### src/rtl/carrier_envelope_detect.sv
// carrier_envelope_detect: qualifies the raw 13.5 MHz receive-comparator output
// into a clean burst envelope. A burst is accepted only after several carrier
// periods of the right length. The block also reports how many carrier rises the
// last accepted burst held, and how many candidate bursts were abandoned.
module carrier_envelope_detect #(
  parameter int CLK_FREQ        = 81_000_000,
  parameter int MODULATION_FREQ = 13_500_000,
  parameter int PERIOD_TOL      = 1,
  parameter int QUALIFY_CYCLES  = 3,
  parameter int TIMEOUT_CYCLES  = 12,
  parameter int HOLDOFF_CYCLES  = 24,
  parameter int CNT_WIDTH       = 8
) (
  input  logic                 clk,
  input  logic                 n_reset,
  input  logic                 rx_in,
  output logic                 env_out,
  output logic                 burst_done,
  output logic [CNT_WIDTH-1:0] burst_cycles,
  output logic [CNT_WIDTH-1:0] reject_count
);

  localparam int NOMINAL = CLK_FREQ / MODULATION_FREQ;
  localparam int PER_MAX = (TIMEOUT_CYCLES > HOLDOFF_CYCLES) ? TIMEOUT_CYCLES : HOLDOFF_CYCLES;
  localparam int PER_W   = $clog2(PER_MAX + 2);
  localparam int GOOD_W  = $clog2(QUALIFY_CYCLES + 1);

  localparam logic [PER_W-1:0]  P_MIN     = (NOMINAL > PERIOD_TOL) ? PER_W'(NOMINAL - PERIOD_TOL) : PER_W'(0);
  localparam logic [PER_W-1:0]  P_MAX     = PER_W'(NOMINAL + PERIOD_TOL);
  localparam logic [PER_W-1:0]  TMO       = PER_W'(TIMEOUT_CYCLES);
  localparam logic [PER_W-1:0]  HOLD      = PER_W'(HOLDOFF_CYCLES);
  localparam logic [GOOD_W-1:0] GOOD_LAST = GOOD_W'(QUALIFY_CYCLES - 1);

  typedef enum logic [1:0] {IDLE, QUALIFY, ACTIVE, HOLDOFF} state_e;

  state_e                 state_q, state_d;
  logic                   rx_meta_q, rx_meta_d;
  logic                   rx_sync_q, rx_sync_d;
  logic                   rx_prev_q, rx_prev_d;
  logic [PER_W-1:0]       per_ctr_q, per_ctr_d;
  logic [GOOD_W-1:0]      good_cnt_q, good_cnt_d;
  logic [CNT_WIDTH-1:0]   run_cnt_q, run_cnt_d;
  logic                   env_out_q, env_out_d;
  logic                   burst_done_q, burst_done_d;
  logic [CNT_WIDTH-1:0]   burst_cycles_q, burst_cycles_d;
  logic [CNT_WIDTH-1:0]   reject_count_q, reject_count_d;

  logic rise;
  logic period_ok;
  logic timeout;
  logic holdoff_end;

  function automatic logic [PER_W-1:0] per_inc(input logic [PER_W-1:0] v);
    return (&v) ? v : v + PER_W'(1);
  endfunction

  function automatic logic [CNT_WIDTH-1:0] cnt_inc(input logic [CNT_WIDTH-1:0] v);
    return (&v) ? v : v + CNT_WIDTH'(1);
  endfunction

  // Next-state logic: synchroniser shift, period measurement and burst FSM.
  always_comb begin
    rx_meta_d      = rx_in;
    rx_sync_d      = rx_meta_q;
    rx_prev_d      = rx_sync_q;

    rise        = rx_sync_q & ~rx_prev_q;
    period_ok   = (per_ctr_q >= P_MIN) && (per_ctr_q <= P_MAX);
    timeout     = (per_ctr_q == TMO);
    holdoff_end = (per_ctr_q == HOLD);

    state_d        = state_q;
    per_ctr_d      = per_inc(per_ctr_q);
    good_cnt_d     = good_cnt_q;
    run_cnt_d      = run_cnt_q;
    burst_done_d   = 1'b0;
    burst_cycles_d = burst_cycles_q;
    reject_count_d = reject_count_q;

    unique case (state_q)
      IDLE: begin
        if (rise) begin
          state_d    = QUALIFY;
          per_ctr_d  = PER_W'(1);
          good_cnt_d = '0;
          run_cnt_d  = CNT_WIDTH'(1);
        end
      end
      QUALIFY: begin
        // A rise always wins over a coincident timeout.
        if (rise) begin
          per_ctr_d = PER_W'(1);
          if (period_ok) begin
            good_cnt_d = good_cnt_q + GOOD_W'(1);
            run_cnt_d  = cnt_inc(run_cnt_q);
            if (good_cnt_q == GOOD_LAST) state_d = ACTIVE;
          end else begin
            good_cnt_d = '0;
            run_cnt_d  = CNT_WIDTH'(1);
          end
        end else if (timeout) begin
          state_d        = IDLE;
          reject_count_d = cnt_inc(reject_count_q);
        end
      end
      ACTIVE: begin
        // Off-length periods are tolerated once the burst is accepted.
        if (rise) begin
          per_ctr_d = PER_W'(1);
          run_cnt_d = cnt_inc(run_cnt_q);
        end else if (timeout) begin
          state_d        = HOLDOFF;
          per_ctr_d      = PER_W'(1);
          burst_done_d   = 1'b1;
          burst_cycles_d = run_cnt_q;
        end
      end
      HOLDOFF: begin
        // Echoes and ringing after a burst are ignored entirely.
        if (holdoff_end) state_d = IDLE;
      end
      default: state_d = IDLE;
    endcase

    env_out_d = (state_d == ACTIVE);
  end

  // State and output registers with synchronous active-low clear.
  always_ff @(posedge clk) begin
    if (!n_reset) begin
      state_q        <= IDLE;
      rx_meta_q      <= 1'b0;
      rx_sync_q      <= 1'b0;
      rx_prev_q      <= 1'b0;
      per_ctr_q      <= '0;
      good_cnt_q     <= '0;
      run_cnt_q      <= '0;
      env_out_q      <= 1'b0;
      burst_done_q   <= 1'b0;
      burst_cycles_q <= '0;
      reject_count_q <= '0;
    end else begin
      state_q        <= state_d;
      rx_meta_q      <= rx_meta_d;
      rx_sync_q      <= rx_sync_d;
      rx_prev_q      <= rx_prev_d;
      per_ctr_q      <= per_ctr_d;
      good_cnt_q     <= good_cnt_d;
      run_cnt_q      <= run_cnt_d;
      env_out_q      <= env_out_d;
      burst_done_q   <= burst_done_d;
      burst_cycles_q <= burst_cycles_d;
      reject_count_q <= reject_count_d;
    end
  end

  assign env_out      = env_out_q;
  assign burst_done   = burst_done_q;
  assign burst_cycles = burst_cycles_q;
  assign reject_count = reject_count_q;

endmodule

### config.mk
export PLATFORM = sky130hd
export DESIGN_NAME = carrier_envelope_detect
export DESIGN_NICKNAME = d
export VERILOG_FILES = /design/src/rtl/carrier_envelope_detect.sv
export SDC_FILE = /design/constraint.sdc
export NUM_CORES = 1
export LEC_CHECK = 0
export CAP_MARGIN = 10
export CORE_MARGIN = 5
export CORE_UTILIZATION = 35
export DETAILED_ROUTE_END_ITERATION = 8
export PLACE_DENSITY = 0.57
export SLEW_MARGIN = 0
export SYNTH_ARGS = -nofsm -noshare
export SYNTH_HDL_FRONTEND = slang
export SYNTH_SLANG_ARGS = --single-unit
### constraint.sdc
create_clock -name clk -period 1.98 [get_ports clk]
set_clock_uncertainty 0.1 [all_clocks]
set_input_delay 0.396 -clock clk [delete_from_list [all_inputs] [get_ports clk]]
set_output_delay 0.396 -clock clk [all_outputs]
set_load 0.01 [all_outputs]
==> impl_results.md <==
- Setup WS post-layout: 0.169 ns
- Root buffer cell: clkbuf_8
- Critical path fanouts, max: 5
- Global-route wire length before repair: 7340 µm
- Fillers: approximately 560
- Max Cap Viol: 0
- Final core occ: 0.459
- Placed Area: between 2000 and 2500 µm²
- Avg Vias per Cell: 5.08
- Status: finished clean
- Crit Path Class: reg -> reg
- Total GRT Usage: 0.123
- Grt total ovfl: 0
- Met1 Track Usage GR: 0.158
- Final Total Pwr: 1730 µW
- Initial core utilization: 0.356
- Dpl ws: about 0.018 ns
- Initial DRC count: 53
- Critical path arrival: around 1.9 ns
- RSZ-0062 raised after global routing: no
- Busiest layer in global routing: met2
- Synth Flop Type: dfxtp_1
- Seq/Total Area, Yosys: 0.390
- # nets final: 273
- F_max: 0.552 GHz
- WL/cell: 12.8 µm
- Multi-input gate area: roughly 1200 µm²
- Ant. Diodes: 0
- Worst min path class: reg -> reg
- Post-Layout Inst Area: 2510 µm²
- Synthesized net count: 240
- Post-Route Setup TNS: 0 ns
- I/O Buffers: 20
- CTS Buf Count: 5
- Maximum vdd drop: 0.000304 V
- IO Pins: 21
- R2r worst-path depth: 7
- CP Launch Type: flop
- 1st-pass router iterations: 4
- Die Span Y: 84.7 µm
- DRC Markers: 0
- Area grow syn2layout: 28.7%
- Rows: 27
- Final min period: 1.81 ns
- Full die area: 7170 µm²
- Synth Register Bits: 38
- Antenna violations before repair: 0
- Pwr Density: between 600 and 700 nW/µm²
- Slew margin rel.: 0.693
- Final Hold Viols: 0
- Static leakage: approximately 0.00096 µW
- Pin count of the biggest net entering global routing: 24
- Routing usage on met3: 0.0285
- Clk sinks: 38
- Final-report max-slew violation count: 0
- Worst Hold Depth: 1
- Final HPWL DP: 3020 µm
- CP endpoint kind: flop
- Final WL: ~4300 µm
- CTS Buffer Depth: 2
- Clk Latency, worst-skew pair: 0.29 ns
- Share of synthesized registers carrying an async set or reset: 0
- CORE AREA: around 5500 µm²
- Share of cells above drive strength 1: 0.142
- Post-Syn Area: a little under 2000 µm²
- CTS H-tree depth: 2
- Antenna-violating nets left: 0
- Required time of the critical path: 2.07 ns
- Sequential cell area: 763 µm²
- Worst Max-Slew Pin Slew: about 0.46 ns
- Final Cycle Share: 0.915
- Gpl congestion: around 0.80
- M2 GR Usage: 0.201
- Die Wd: 84.7 µm
- Final Setup Violations: 0
- Synthesis Warnings: 0
- Vias in the first global route: 1,587
- Vias: 1,692
- Cell variety after synth: 45
- Worst-path clk slew: approximately 0.070 ns
- Post-synth EDFFs: 0
- Clock tree from TritonCTS: yes
- Synth Instances: 227
- Mean Syn Cell Area: 8.59 µm²
cells in the final DEF, fill, tap and decap left out, drive strengths merged, types with 3 or more instances in the layout:
cell type	instances
o21ai	11
ha	10
buf	16
inv	8
a21oi	18
o31ai	3
nand4	7
nand2b	3
xnor2	8
a211oi	3
and2	5
clkbuf	6
dfxtp	38
nor2	35
nand2	13
nor3	9
nand3	11
clkdlybuf4s50	20
mux2i	10
critical path, cell delays in order, from the launching register on:
cell and delay [ns]:
dfxtp_1 0.42, inv_1 0.11, ha_1 0.23, nand4bb_1 0.21
nor3_2 0.21, a22o_1 0.18, a21oi_1 0.08, and2_1 0.16
cell usage after synthesis (2+ instances only):
| cell type | n | area [µm²] |
|---|---|---|
| nor2_1 | 35 | 131 |
| ha_1 | 10 | 125 |
| or3_1 | 2 | 12.5 |
| a31oi_1 | 2 | 12.5 |
| inv_1 | 8 | 30.0 |
| o21ai_0 | 8 | 40.0 |
| a211oi_1 | 2 | 15.0 |
| buf_2 | 3 | 15.0 |
| o21ai_1 | 3 | 15.0 |
| dfxtp_1 | 38 | 761 |
| nand4b_1 | 2 | 17.5 |
| o21a_1 | 2 | 15.0 |
| xnor2_1 | 8 | 70.1 |
| nand4_1 | 6 | 37.5 |
| nand3_1 | 10 | 50.1 |
| nor3_1 | 8 | 40.0 |
| mux2i_1 | 10 | 100 |
| clkbuf_1 | 5 | 18.8 |
| and4b_1 | 2 | 20.0 |
| and2_1 | 5 | 31.3 |
| xor2_1 | 2 | 17.5 |
| nand2b_1 | 3 | 18.8 |
| o31ai_1 | 2 | 15.0 |
| nand2_1 | 13 | 48.8 |
| a21oi_1 | 18 | 90.1 |
final timing paths:
| kind | slack, ns | endpoint | startpoint |
|---|---|---|---|
| min reg2reg | 0.34 | rx_prev_d$_SDFF_PN0_ | rx_meta_q$_SDFF_PN0_ |
| max | 0.17 | state_q[0]$_SDFF_PN0_ | state_q[1]$_SDFF_PN0_ |
| max reg2reg | 0.17 | state_q[0]$_SDFF_PN0_ | state_q[1]$_SDFF_PN0_ |
| min | 0.34 | rx_prev_d$_SDFF_PN0_ | rx_meta_q$_SDFF_PN0_ |
power by group:
group | switching, µW | total, µW | internal (µW)
registers | 17.4 | 793 | 776
clock network | 278 | 816 | 538
logic | 67.3 | 117 | 49.7
total | 363 | 1730 | 1360
cells by family after synthesis:
family	share of synthesized area
buffers and inverters	0.0423
adders and majority gates	0.0641
DFF	0.390
xor gates and xnor gates	0.0449
AOI/OAI and AO/OA	0.151
muxes	0.0513
and+or+nand+nor	0.257
through the flow:
| stage | std cells | hold slack [ns] |
|---|---|---|
| after floorplan | 227 | 0.312 |
| after global routing | 333 | 0.364 |
| final | 333 | 0.335 |
| after global placement | 323 | 0.315 |
| after detailed placement | 323 | 0.322 |
| after CTS | 331 | 0.340 |
per-layer routing:
metal | wire length, µm | vias to the layer above
met1 | 2090 | 793
met2 | 1940 | 28
met5 | 0 | -
li1 | - | 867
met4 | 68 | 0
met3 | 156 | 4
state kept, by name, summed over array words and instances (netlist names):
| signal | cells |
|---|---|
| burst_cycles | 8 |
| reject_count | 8 |
| run_cnt_q | 8 |
| per_ctr_q | 5 |
| good_cnt_q | 2 |
| state_q | 2 |
| burst_done | 1 |
| env_out | 1 |
| rx_meta_q | 1 |
| rx_prev_d | 1 |
| rx_prev_q | 1 |
what timing repair did:
action,4_1_cts,5_1_grt
resized for setup,0,11
buffers inserted,0,2
endpoints found under the setup margin,0,18
hold buffers,0,0
cell type report:
cell class	count	share of cell area
Clock inverter	2	0.0239
Sequential cell	38	0.304
Timing Repair Buffer	36	0.133
Multi-Input combinational cell	171	0.459
Clock buffer	6	0.0329
Tap cell	72	0.0359
Inverter	8	0.0120
No activity file was read; power rests on OpenSTA's default activity.
